## src/rtl/lsfr_pkg.sv

```systemverilog
// rtl/lsfr_pkg.sv - shared types, seed defaults and step function for the LSFR word arbiter
package lsfr_pkg;

   localparam int WORD_W = 32;

   typedef enum logic [1:0] {
      ST_IDLE = 2'd0,
      ST_WARM = 2'd1,
      ST_RUN  = 2'd2
   } state_t;

   localparam logic [WORD_W-1:0] SEED0_DEF = 32'd364;
   localparam logic [WORD_W-1:0] SEED1_DEF = 32'd1;
   localparam logic [WORD_W-1:0] SEED2_DEF = 32'd2;
   localparam logic [WORD_W-1:0] SEED3_DEF = 32'd3;

   // Packed as {z3,z2,z1,z0}; returns the state after one generator step.
   function automatic logic [4*WORD_W-1:0] lsfr_next(input logic [4*WORD_W-1:0] z);
      logic [WORD_W-1:0] n3;
      n3 = z[3*WORD_W-1:2*WORD_W] ^ (z[2*WORD_W-1:WORD_W] << 31) ^ (z[WORD_W-1:0] >> 1);
      return {n3, z[4*WORD_W-1:3*WORD_W], z[3*WORD_W-1:2*WORD_W], z[2*WORD_W-1:WORD_W]};
   endfunction

endpackage

```

## src/rtl/lsfr_core.sv

```systemverilog
// rtl/lsfr_core.sv - four-word shift-register generator with seed load and step enable
module lsfr_core
   import lsfr_pkg::*;
#(
   parameter logic [WORD_W-1:0] SEED0 = SEED0_DEF,
   parameter logic [WORD_W-1:0] SEED1 = SEED1_DEF,
   parameter logic [WORD_W-1:0] SEED2 = SEED2_DEF,
   parameter logic [WORD_W-1:0] SEED3 = SEED3_DEF
) (
   input  logic                  clock,
   input  logic                  reset,
   input  logic                  step,
   input  logic                  load,
   input  logic [4*WORD_W-1:0]   seed,
   output logic [WORD_W-1:0]     z0
);

   logic [4*WORD_W-1:0] z;

   // A load wins over a step issued in the same cycle.
   always_ff @(posedge clock or posedge reset) begin
      if (reset) begin
         z <= {SEED3, SEED2, SEED1, SEED0};
      end else if (load) begin
         z <= seed;
      end else if (step) begin
         z <= lsfr_next(z);
      end
   end

   assign z0 = z[WORD_W-1:0];

endmodule

```

## src/rtl/lsfr_word_arbiter.sv

```systemverilog
// rtl/lsfr_word_arbiter.sv - sequences seed/warm-up and hands generator words to requesters round-robin
module lsfr_word_arbiter
   import lsfr_pkg::*;
#(
   parameter int                NREQ   = 4,
   parameter int                WARMUP = 16,
   parameter logic [WORD_W-1:0] SEED0  = SEED0_DEF,
   parameter logic [WORD_W-1:0] SEED1  = SEED1_DEF,
   parameter logic [WORD_W-1:0] SEED2  = SEED2_DEF,
   parameter logic [WORD_W-1:0] SEED3  = SEED3_DEF
) (
   input  logic                  clock,
   input  logic                  reset,
   input  logic                  seed_load,
   input  logic [4*WORD_W-1:0]   seed_data,
   input  logic [NREQ-1:0]       req,
   output logic [NREQ-1:0]       gnt,
   output logic [WORD_W-1:0]     rnd_data,
   output logic                  ready,
   output logic [1:0]            state
);

   localparam int PW = $clog2(NREQ);
   localparam int CW = (WARMUP > 0) ? $clog2(WARMUP + 1) : 1;

   state_t            state_q, state_d;
   logic [CW-1:0]     warm_cnt, warm_d;
   logic [PW-1:0]     rr_start, rr_next, gidx;
   logic [NREQ-1:0]   cand, gnt_d;
   logic [WORD_W-1:0] z0;
   logic              found, step, take;
   int                idx;

   lsfr_core #(
      .SEED0 (SEED0),
      .SEED1 (SEED1),
      .SEED2 (SEED2),
      .SEED3 (SEED3)
   ) u_core (
      .clock (clock),
      .reset (reset),
      .step  (step),
      .load  (seed_load),
      .seed  (seed_data),
      .z0    (z0)
   );

   // The current grantee is masked so a requester dropping req never sees a duplicate.
   always_comb begin
      cand  = req & ~gnt;
      found = 1'b0;
      gidx  = '0;
      idx   = 0;
      for (int k = 0; k < NREQ; k++) begin
         idx = int'(rr_start) + k;
         if (idx >= NREQ) idx = idx - NREQ;
         if (!found && cand[idx]) begin
            found = 1'b1;
            gidx  = PW'(idx);
         end
      end
      rr_next = (gidx == PW'(NREQ - 1)) ? '0 : gidx + 1'b1;
   end

   always_comb begin
      state_d = state_q;
      warm_d  = warm_cnt;
      step    = 1'b0;
      take    = 1'b0;
      gnt_d   = '0;
      case (state_q)
         ST_IDLE: begin
            warm_d  = '0;
            state_d = (WARMUP > 0) ? ST_WARM : ST_RUN;
         end
         ST_WARM: begin
            step = 1'b1;
            if (warm_cnt == CW'(WARMUP - 1)) state_d = ST_RUN;
            else                             warm_d  = warm_cnt + 1'b1;
         end
         ST_RUN: begin
            if (found) begin
               take  = 1'b1;
               step  = 1'b1;
               gnt_d = NREQ'(1) << gidx;
            end
         end
         default: state_d = ST_IDLE;
      endcase
      if (seed_load) begin
         state_d = ST_IDLE;
         warm_d  = '0;
         step    = 1'b0;
         take    = 1'b0;
         gnt_d   = '0;
      end
   end

   always_ff @(posedge clock or posedge reset) begin
      if (reset) begin
         state_q  <= (WARMUP > 0) ? ST_WARM : ST_IDLE;
         warm_cnt <= '0;
         rr_start <= '0;
         gnt      <= '0;
         rnd_data <= '0;
      end else begin
         state_q  <= state_d;
         warm_cnt <= warm_d;
         gnt      <= gnt_d;
         if (take) begin
            rnd_data <= z0;
            rr_start <= rr_next;
         end
      end
   end

   assign ready = (state_q == ST_RUN);
   assign state = state_q;

endmodule

```

## config.mk

```make
export PLATFORM = sky130hd
export DESIGN_NAME = lsfr_word_arbiter
export DESIGN_NICKNAME = d
export VERILOG_FILES = /design/src/rtl/lsfr_pkg.sv /design/src/rtl/lsfr_core.sv /design/src/rtl/lsfr_word_arbiter.sv
export SDC_FILE = /design/constraint.sdc
export NUM_CORES = 1
export LEC_CHECK = 0
export BUFFER_PORTS_ARGS = -buffer_cell sky130_fd_sc_hd__buf_4
export CAP_MARGIN = 20
export CORE_MARGIN = 2
export CORE_UTILIZATION = 45
export DETAILED_ROUTE_END_ITERATION = 10
export PLACE_DENSITY = 0.7
export SKIP_CTS_REPAIR_TIMING = 1
export SYNTH_ARGS = -nofsm -noshare
export SYNTH_HDL_FRONTEND = slang
export SYNTH_SLANG_ARGS = --single-unit
```

## constraint.sdc

```tcl
create_clock -name clock -period 6.4 [get_ports clock]
set_input_delay 0.96 -clock clock [delete_from_list [all_inputs] [get_ports clock]]
set_output_delay 0.96 -clock clock [all_outputs]
set_load 0.01 [all_outputs]
```

## Word-level counts from Yosys, hierarchy flattened

Index checks and enable logic that the tools add are counted.

- ROM bits: 0
- Bits in writable memories: 0
- Flip-flop bits (word level): 173
- Bits in latches: 0
- Logic and storage cells: 87
- Input port bits: 135
- Memories: 0
- Output and inout bits: 39

- Add/sub/neg operators: 9
- Magnitude comparators: 8
- Eq/ne operators: 7
- Reduce and logical (&&, ||, !) cells: 11
- Bitwise logic cells: 4
- Multiplexer cells: 41
- Divide/modulo/power cells: 0
- $mul: 0
- Shifts and indexed selects: 1

Operator list:

| cell | number |
|---|---|
| $mux W128 | 2 |
| $lt A32 B4 Y1 const B | 4 |
| $mux W32 | 4 |
| $xor A32 B31 Y32 | 1 |
| $xor A32 B32 Y32 | 1 |
| $mux W1 | 16 |
| $mux W2 | 7 |
| $mux W4 | 3 |
| $sub A3 B3 Y4 const B | 3 |
| $mux W5 | 2 |
| $pmux W5 S2 | 1 |
| $ge A3 B3 Y1 const B | 3 |
| $bmux W1 S2 | 4 |
| $add A2 B2 Y3 const B | 2 |
| $ne A3 B3 Y1 const B | 2 |
| $pmux W2 S3 | 1 |
| $add A5 B1 Y5 const B | 1 |
| $eq A5 B4 Y1 const B | 1 |
| $and A4 B4 Y4 | 1 |
| $eq A2 B2 Y1 const B | 2 |
| $not A4 Y4 | 1 |
| $reduce_and A2 Y1 | 2 |
| $shl A1 B2 Y4 const A | 1 |
| $sub A2 B3 Y4 const B | 1 |
| other kinds (11) | 15 |

## Logic depth before layout (Yosys ltp)

Gate-level depths: netlist of run 1.

- Word-level depth: 20
- Gate-level depth with buffers: 8
- Depth with buffers taken out: 7

## Cells and area by module

Synthesis of run 1 repeated with hierarchy kept, for this count alone.

- Cells, all modules: 779
- Area total of the unflattened synthesis: 8828.5 µm²

By module, submodules not included:

| module | times used | cells an instance | sequential area each (µm²) | area each (µm²) |
|---|---|---|---|---|
| lsfr_core | 1 | 623 | 3214.3 | 6595.1 |
| lsfr_word_arbiter | 1 | 156 | 1127.3 | 2233.4 |

## Worst setup path after synthesis of run 1

No wires, ideal clock.

- Path kind: input to register
- Start point: input port req[3]
- End point: register gnt[0]
- Data arrival time: 2.223 ns
- Path buffers: 0
- Cell stages on the path: 6
- Data required time: 6.280 ns
- Slack: 4.057 ns
- Library setup time: 0.120 ns
- Path through: nor2b_2 o21ai_0 a222oi_1 inv_1 ha_1 and3_1

- Longest elaborated chain between the ends: 18
- Elaborated cells on any way between the ends: 31
- Those cells by class: 1 x shift; 23 x mux; 1 x bitwise; 6 x reduce/logical

Ends and longest elaborated chain:

| item | RTL line | text |
|---|---|---|
| start: declaration | lsfr_word_arbiter.sv:16 | `input logic [NREQ-1:0] req,` |
| $and A4 B4 Y4 * | lsfr_word_arbiter.sv:50 | `cand = req & ~gnt;` |
| $bmux W1 S2 | lsfr_word_arbiter.sv:57 | `if (!found && cand[idx]) begin` |
| $mux W1 (implied by the code) (2 in a row) | lsfr_word_arbiter.sv:57 |  |
| $mux W1 | lsfr_word_arbiter.sv:57 |  |
| $logic_not A1 Y1 | lsfr_word_arbiter.sv:57 |  |
| $logic_and A1 B1 Y1 | lsfr_word_arbiter.sv:57 |  |
| $mux W1 | lsfr_word_arbiter.sv:57 |  |
| $logic_not A1 Y1 | lsfr_word_arbiter.sv:57 |  |
| [... 2 more ...] | - |  |
| $logic_not A1 Y1 | lsfr_word_arbiter.sv:57 |  |
| $logic_and A1 B1 Y1 | lsfr_word_arbiter.sv:57 |  |
| $mux W2 | lsfr_word_arbiter.sv:57 |  |
| $shl A1 B2 Y4 | lsfr_word_arbiter.sv:85 | `gnt_d = NREQ'(1) << gidx;` |
| $mux W4 * | lsfr_word_arbiter.sv:82 | `if (found) begin` |
| $mux W4 * | lsfr_word_arbiter.sv:71 | `case (state_q)` |
| $mux W4 * | lsfr_word_arbiter.sv:90 | `if (seed_load) begin` |
| net gnt_d[0] | lsfr_word_arbiter.sv:29 | `logic [NREQ-1:0] cand, gnt_d;` |
| end signal: assignment | lsfr_word_arbiter.sv:109 | `gnt <= gnt_d;` |
| end: declaration | lsfr_word_arbiter.sv:17 | `output logic [NREQ-1:0] gnt,` |

The timed path passes the listed nets; every way through them passes the cells marked *. The select of a mux whose other input is x is not followed.
A chain may end at the register's enable or synchronous reset.

## Worst setup path after layout of run 1

- Start point: input port seed_load
- End point: register u_core.z[121]

- Longest elaborated chain between the ends: 2
- Elaborated cells on any way between the ends: 3
- Those cells by class: 2 x mux; 1 x reduce/logical

Ends and longest elaborated chain:

| item | RTL line | text |
|---|---|---|
| start: declaration | lsfr_word_arbiter.sv:14 | `input logic seed_load,` |
| $mux W1 | lsfr_word_arbiter.sv:90 |  |
| $reduce_bool A2 Y1 (no source line) | - |  |
| end signal: assignment | lsfr_core.sv:23 | `z <= {SEED3, SEED2, SEED1, SEED0};` |
| end signal: assignment | lsfr_core.sv:27 | `z <= lsfr_next(z);` |
| end: declaration | lsfr_core.sv:18 | `logic [4*WORD_W-1:0] z;` |

Parallel ways exist; a longest one is shown, timed or not.

==> reports/results.ini, run 1 <==
[die]
core_mm2=0.0193
num_rows=51
dieArea_mm2=0.0207
die_width_um=144
io_pins=174
die_y_um=144
start_util_pct=45.6

[clock_network]
cts_tree=done
htreeDepth=4
cts_sinks=173
clockRootBuffer=clkbuf_16
clk_path_buf_depth=2
path_clk_slew_ns=0.06
clk_latency_ns=0.43
cts_made_buffers=17

[sta]
fin_tns_setup_ns=0
maxSlewViolCount=0
min_period_ns=3.23
finalHoldViolCount=0
worstMarginPinSlew_ns=1.10
setup_viol=0
skew_ns=0.00970
finalCritPeriodShare_pct=50.5
fin_ws_ns=3.17
fmax_ghz=0.310
max_slew_margin_pct=26.8
hold_slack_ns=0.488
rsz0062_at_grt=false

[global_route]
grt_usage_pct=24.0
gr-total-overflow=0
met3_usage_pct=4.00
busiest_layer=met2
grtUsageMet2_pct=36.3
grt_antenna_before_repair=0
met1_usage_pct=34.9
grt_pass1_wl_um=38800
grt_max_degree=97
grt_pass1_vias=7237

[yosys]
seq_area_frac_synth_pct=49.3
synth-seq-cells=173
synth.cells.most_frequent=163 x dfrtp_1, 72 x o21ai_0, 70 x nand2_1, 65 x nand3_1, 46 x clkbuf_1
synth_fp_nets=1029
ys.flop_type=dfrtp_1
synth_area_leaders=dfrtp_1 46%, o21ai_0 4.1%, mux2i_1 3.7%, nand3_1 3.7%, o311a_1 3.6%
ys_async_sr_fraction_pct=100
yosysMostFrequentCell=dfrtp_1
post-synth-top-area-cell=dfrtp_1
syn_area_mm2=0.00881
synth_edf_count=0
synth_top_area_share_pct=46.3
syn_inst=884
yosysWarnings=0
synth_cell_type_count=45
syn_avg_cell_area_um2=9.97

[placement]
gp_congestion=0.796
dpl.hpwl_um=14800
place_ws_ns=2.76
portBuffers=173

[finish]
drive_above_1_share_pct=24.5
diodes=0
layout.nets=1152
area_growth_pct=22.8
utilization_pct=55.9

[setup_path]
crit_family=simple AND/OR/NAND/NOR gates
critPathSlowestCell=o22a_2
cp.buffers_inverters=1
path_cells=buf_6 -> and2b_1 -> nand2_1 -> o22a_2 -> o211ai_1
r2r-start=state[0]
cp-end-kind=register
required_ns=6.68
worstSetupPathType=primary input to register
crit_fanout=77
slowest_delay_ns=0.81
cp-startpoint=seed_load
arrival_ns=3.51
cp-start-kind=primary input

[drt]
drt_drc_violations_left=0
via_count=7437
dr.pass1.iters=5
routed_wl_um=24200
post_drt_wl_per_cell_um=18.9
dr.first_iter.drc_count=759
vias_per_cell=5.79
final_antenna_net_count=0

[power]
p_leak_nw=4.65
power_density_mw_per_mm2=390
power_mw=4.21
vdd_ir_drop_max_uv=220

[worst_hold_path]
min_from=rnd_data[28]
hold_path_class=register to register

[run_status]
outcome=finished, final reports clean

[job]
drv_cap=0

-- flip-flops by register name, indices dropped and copies added (netlist names) --
name and flops:
gnt 4, rnd_data 32, rr_start 2, state 2, u_core.z 128, warm_cnt 5
-- per-layer routing --
metal	vias up	wire length (µm)
li1	3494	-
met1	3616	10900
met2	289	11300
met3	38	1520
met4	0	487
met5	-	0
-- kinds of logic after synthesis --
family | Yosys count | share of synthesized area, %
compound gates | 281 | 20.3
xor+xnor | 33 | 3.28
fa+ha+maj | 10 | 1.42
buf+inv | 89 | 4.25
flops | 173 | 49.3
mux | 66 | 7.97
simple gates | 232 | 13.5
-- power breakdown --
part / leakage [nW] / internal, mW / total (mW) / switching [mW]
logic: 2.28 / 0.658 / 1.36 / 0.701
clock network: 0.286 / 0.617 / 1.06 / 0.441
registers: 2.08 / 1.49 / 1.80 / 0.311
total: 4.65 / 2.76 / 4.21 / 1.45
-- worst register-to-register path, cell delays in order (launching register included) --
cell	delay [ns]
dfstp_2	0.56
inv_1	0.07
ha_1	0.28
and2b_1	0.26
nand2_1	0.76
o22a_2	0.82
o211ai_1	0.21
-- final cells by class --
class | count | area (µm²)
clock buffer | 23 | 488
clock inverter | 8 | 106
fill | 1692 | 8520
inverter | 9 | 38.8
multi-input combinational | 622 | 4120
sequential | 173 | 4340
tap | 265 | 332
timing repair buffer | 184 | 1390
-- through the flow --
stage               instance area [µm²]  cells
global route                      10800   1284
floorplan                          8810    884
finish                            10800   1284
detailed placement                10200   1253
global placement                  10200   1253
CTS                               10800   1284
-- layout by cell type (no fill, tap or decap), types with 15 or more instances in the layout --
| cell type | netlist | routed |
|---|---|---|
| nor2b_1 | 36 | 36 |
| or3_1 | 32 | 32 |
| a21oi_1 | 37 | 37 |
| dfrtp_1 | 163 | 163 |
| o21ai_0 | 72 | 72 |
| nand3_1 | 65 | 65 |
| xnor2_1 | 33 | 33 |
| a31oi_1 | 32 | 32 |
| o211ai_1 | 32 | 32 |
| mux2_2 | 15 | 15 |
| o311a_1 | 32 | 32 |
| o21ai_1 | 32 | 32 |
| nand2_1 | 70 | 69 |
| buf_4 | 1 | 183 |
| mux2_1 | 18 | 18 |
| clkbuf_16 | 0 | 17 |
| o22ai_1 | 32 | 32 |
| mux2i_1 | 33 | 33 |
-- path summary, 6_finish.rpt --
| kind | cells after the start | slack, ns | to |
|---|---|---|---|
| max in group asynchronous | 3 | 4.62 | u_core.z[61] |
| setup reg to reg | 6 | 3.28 | u_core.z[121] |
| hold reg to reg | 1 | 0.49 | rnd_data[28] |
| setup / recovery | 5 | 3.17 | u_core.z[121] |
| min in group asynchronous | 2 | 0.57 | rnd_data[11] |
| hold / removal | 1 | 0.49 | rnd_data[28] |
Power figures use the tool's default switching activity.
==> run 2, diff against run 1 <==
--- a/config.mk
+++ b/config.mk
@@ -10,7 +10,7 @@
 export CORE_MARGIN = 2
 export CORE_UTILIZATION = 45
 export DETAILED_ROUTE_END_ITERATION = 10
-export PLACE_DENSITY = 0.7
+export PLACE_DENSITY = 0.73
 export SKIP_CTS_REPAIR_TIMING = 1
 export SYNTH_ARGS = -nofsm -noshare
 export SYNTH_HDL_FRONTEND = slang
==> constraint.sdc (replaced) <==
create_clock -name clock -period 2.8 [get_ports clock]
set_input_delay 0.42 -clock clock [delete_from_list [all_inputs] [get_ports clock]]
set_output_delay 0.42 -clock clock [all_outputs]
set_load 0.01 [all_outputs]
==> reports/results.ini, run 2 (synthesized netlist as in run 1, its figures left out) <==
[finish]
regArea_mm2=0.00434
regMostFlops=u_core.z
layout_commonest_cell=buf_4
diodes=0
multi_input_area_mm2=0.00412
area_growth_pct=25.1
layout.nets=1166
fillers=1683
largest_register_ffs=128
layout_common_cells=189 x buf_4, 163 x dfrtp_1, 72 x o21ai_0
top_regs=u_core.z x128, rnd_data x32, warm_cnt x5
drive_above_1_share_pct=25.7

[setup_path]
cp.buffers_inverters=1
cp-start-kind=register
path_cells=inv_1 -> ha_1 -> and2b_1 -> nand2_1 -> o22a_2 -> o211ai_1
worstSetupPathType=register to register
cp_num_cells=6
crit_fanout=32
rr_worst_depth=6
required_ns=3.08
critPathSlowestCell=o22a_2
arrival_ns=2.57
crit_family=compound AO/OA/AOI/OAI gates
slowest_delay_ns=0.67
cp-end-kind=register
regToRegSetupSlack_ns=0.50

[worst_hold_path]
hold_path_class=primary input to asynchronous set/reset pin

[placement]
gp_congestion=0.776
dpl.hpwl_um=15800
place_ws_ns=0.541
portBuffers=173

[power]
p_int_mw=6.36
power_frac_comb_pct=33.1
p_leak_nw=4.75
pwr-share-clk_pct=24.6
vdd_ir_drop_max_uv=504
power_density_mw_per_mm2=882
seqPwrFrac_pct=42.3
sw_frac_of_total_pct=34.6
p_sw_mw=3.36

[drt]
dr.first_iter.drc_count=611
drt_drc_violations_left=0
routed_wl_um=24200
via_count=7506
final_antenna_net_count=0
dr.pass1.iters=5
vias_per_cell=5.78
post_drt_wl_per_cell_um=18.7

[sta]
fmax_ghz=0.435
setup_viol=0
min_period_ns=2.30
finalCritPeriodShare_pct=82.0
worstMarginPinSlew_ns=0.782
max_slew_margin_pct=47.8
skew_ns=0.0123
fin_tns_setup_ns=0
fin_ws_ns=0.503
rsz0062_at_grt=false
finalHoldViolCount=0
maxSlewViolCount=0

[die]
num_rows=51
core_mm2=0.0193
start_util_pct=45.6
die_y_um=144
io_pins=174
dieArea_mm2=0.0207
die_width_um=144

[global_route]
grt_pass1_vias=7383
grt_usage_pct=24.1
gr-total-overflow=0
grt_max_degree=76
grt_antenna_before_repair=0
grt_pass1_wl_um=38800

[run_status]
outcome=finished, final reports clean

[clock_network]
clk_latency_ns=0.44
cts_sinks=173
path_clk_slew_ns=0.07
clockRootBuffer=clkbuf_16
cts_tree=done
cts_made_buffers=17
htreeDepth=4
clk_path_buf_depth=2

[job]
drv_cap=0

run 2: cell count changes in the layout (fill, tap and decap cells not counted), sizes merged:
cell	before	now
clkinvlp	2	4
inv	10	11
clkinv	3	4
clkbuf	23	20
buf	184	198
run 2: worst reg2reg max path: cells and delay by family, from the launching register on:
| family | cells | cell delay (ns) |
|---|---|---|
| AOI/OAI and AO/OA | 2 | 0.89 |
| DFF | 1 | 0.56 |
| and+or+nand+nor | 2 | 0.36 |
| adders and majority gates | 1 | 0.26 |
| buffers and inverters | 1 | 0.07 |
run 2: final timing paths:
path                                from       endpoint
setup / recovery                state[0]  u_core.z[122]
hold / removal                     reset    rnd_data[8]
setup reg to reg                state[0]  u_core.z[122]
hold reg to reg             rnd_data[29]   rnd_data[29]
max in group asynchronous          reset   u_core.z[97]
min in group clock         seed_data[38]   u_core.z[38]
run 2: per-stage QoR:
step / hold slack [ns] / util [%] / power (mW) / instances / area (µm²)
4_1_cts: 0.0330 / 57.0 / 9.76 / 1299 / 11000
3_3_place_gp: 0.470 / 53.9 / 7.24 / 1267 / 10400
2_1_floorplan: 0.451 / - / 6.10 / 884 / 8810
6_report: 0.0283 / 57.0 / 9.72 / 1299 / 11000
5_1_grt: 0.0525 / 57.0 / 10.3 / 1299 / 11000
3_5_place_dp: 0.476 / 53.9 / 7.35 / 1267 / 10400
run 2: final cells by class:
| class | instances | area share [%] |
|---|---|---|
| timing repair buffer | 198 | 14.4 |
| inverter | 9 | 0.341 |
| clock inverter | 12 | 1.23 |
| sequential | 173 | 39.4 |
| clock buffer | 20 | 4.15 |
| tap | 265 | 3.01 |
| multi-input combinational | 622 | 37.4 |
run 2: power groups by stage:
| stage | Combinational (mW) | Clock [mW] | Sequential, mW |
|---|---|---|---|
| floorplan | 2.04 | 0 | 4.06 |
| global placement | 3.13 | 0 | 4.10 |
| finish | 3.22 | 2.39 | 4.11 |
| detailed placement | 3.22 | 0 | 4.13 |
| CTS | 3.24 | 2.43 | 4.10 |
| global route | 3.58 | 2.52 | 4.24 |
run 2: routing by layer:
metal | wire (µm) | share of wire, % | vias to the layer above | GRT usage, %
met5 | 0 | 0 | - | 0
met4 | 617 | 2.5 | 0 | 9.03
met3 | 1530 | 6.3 | 44 | 4.63
met2 | 11100 | 46 | 277 | 36.8
met1 | 11000 | 45 | 3654 | 34.1
li1 | - | - | 3531 | -
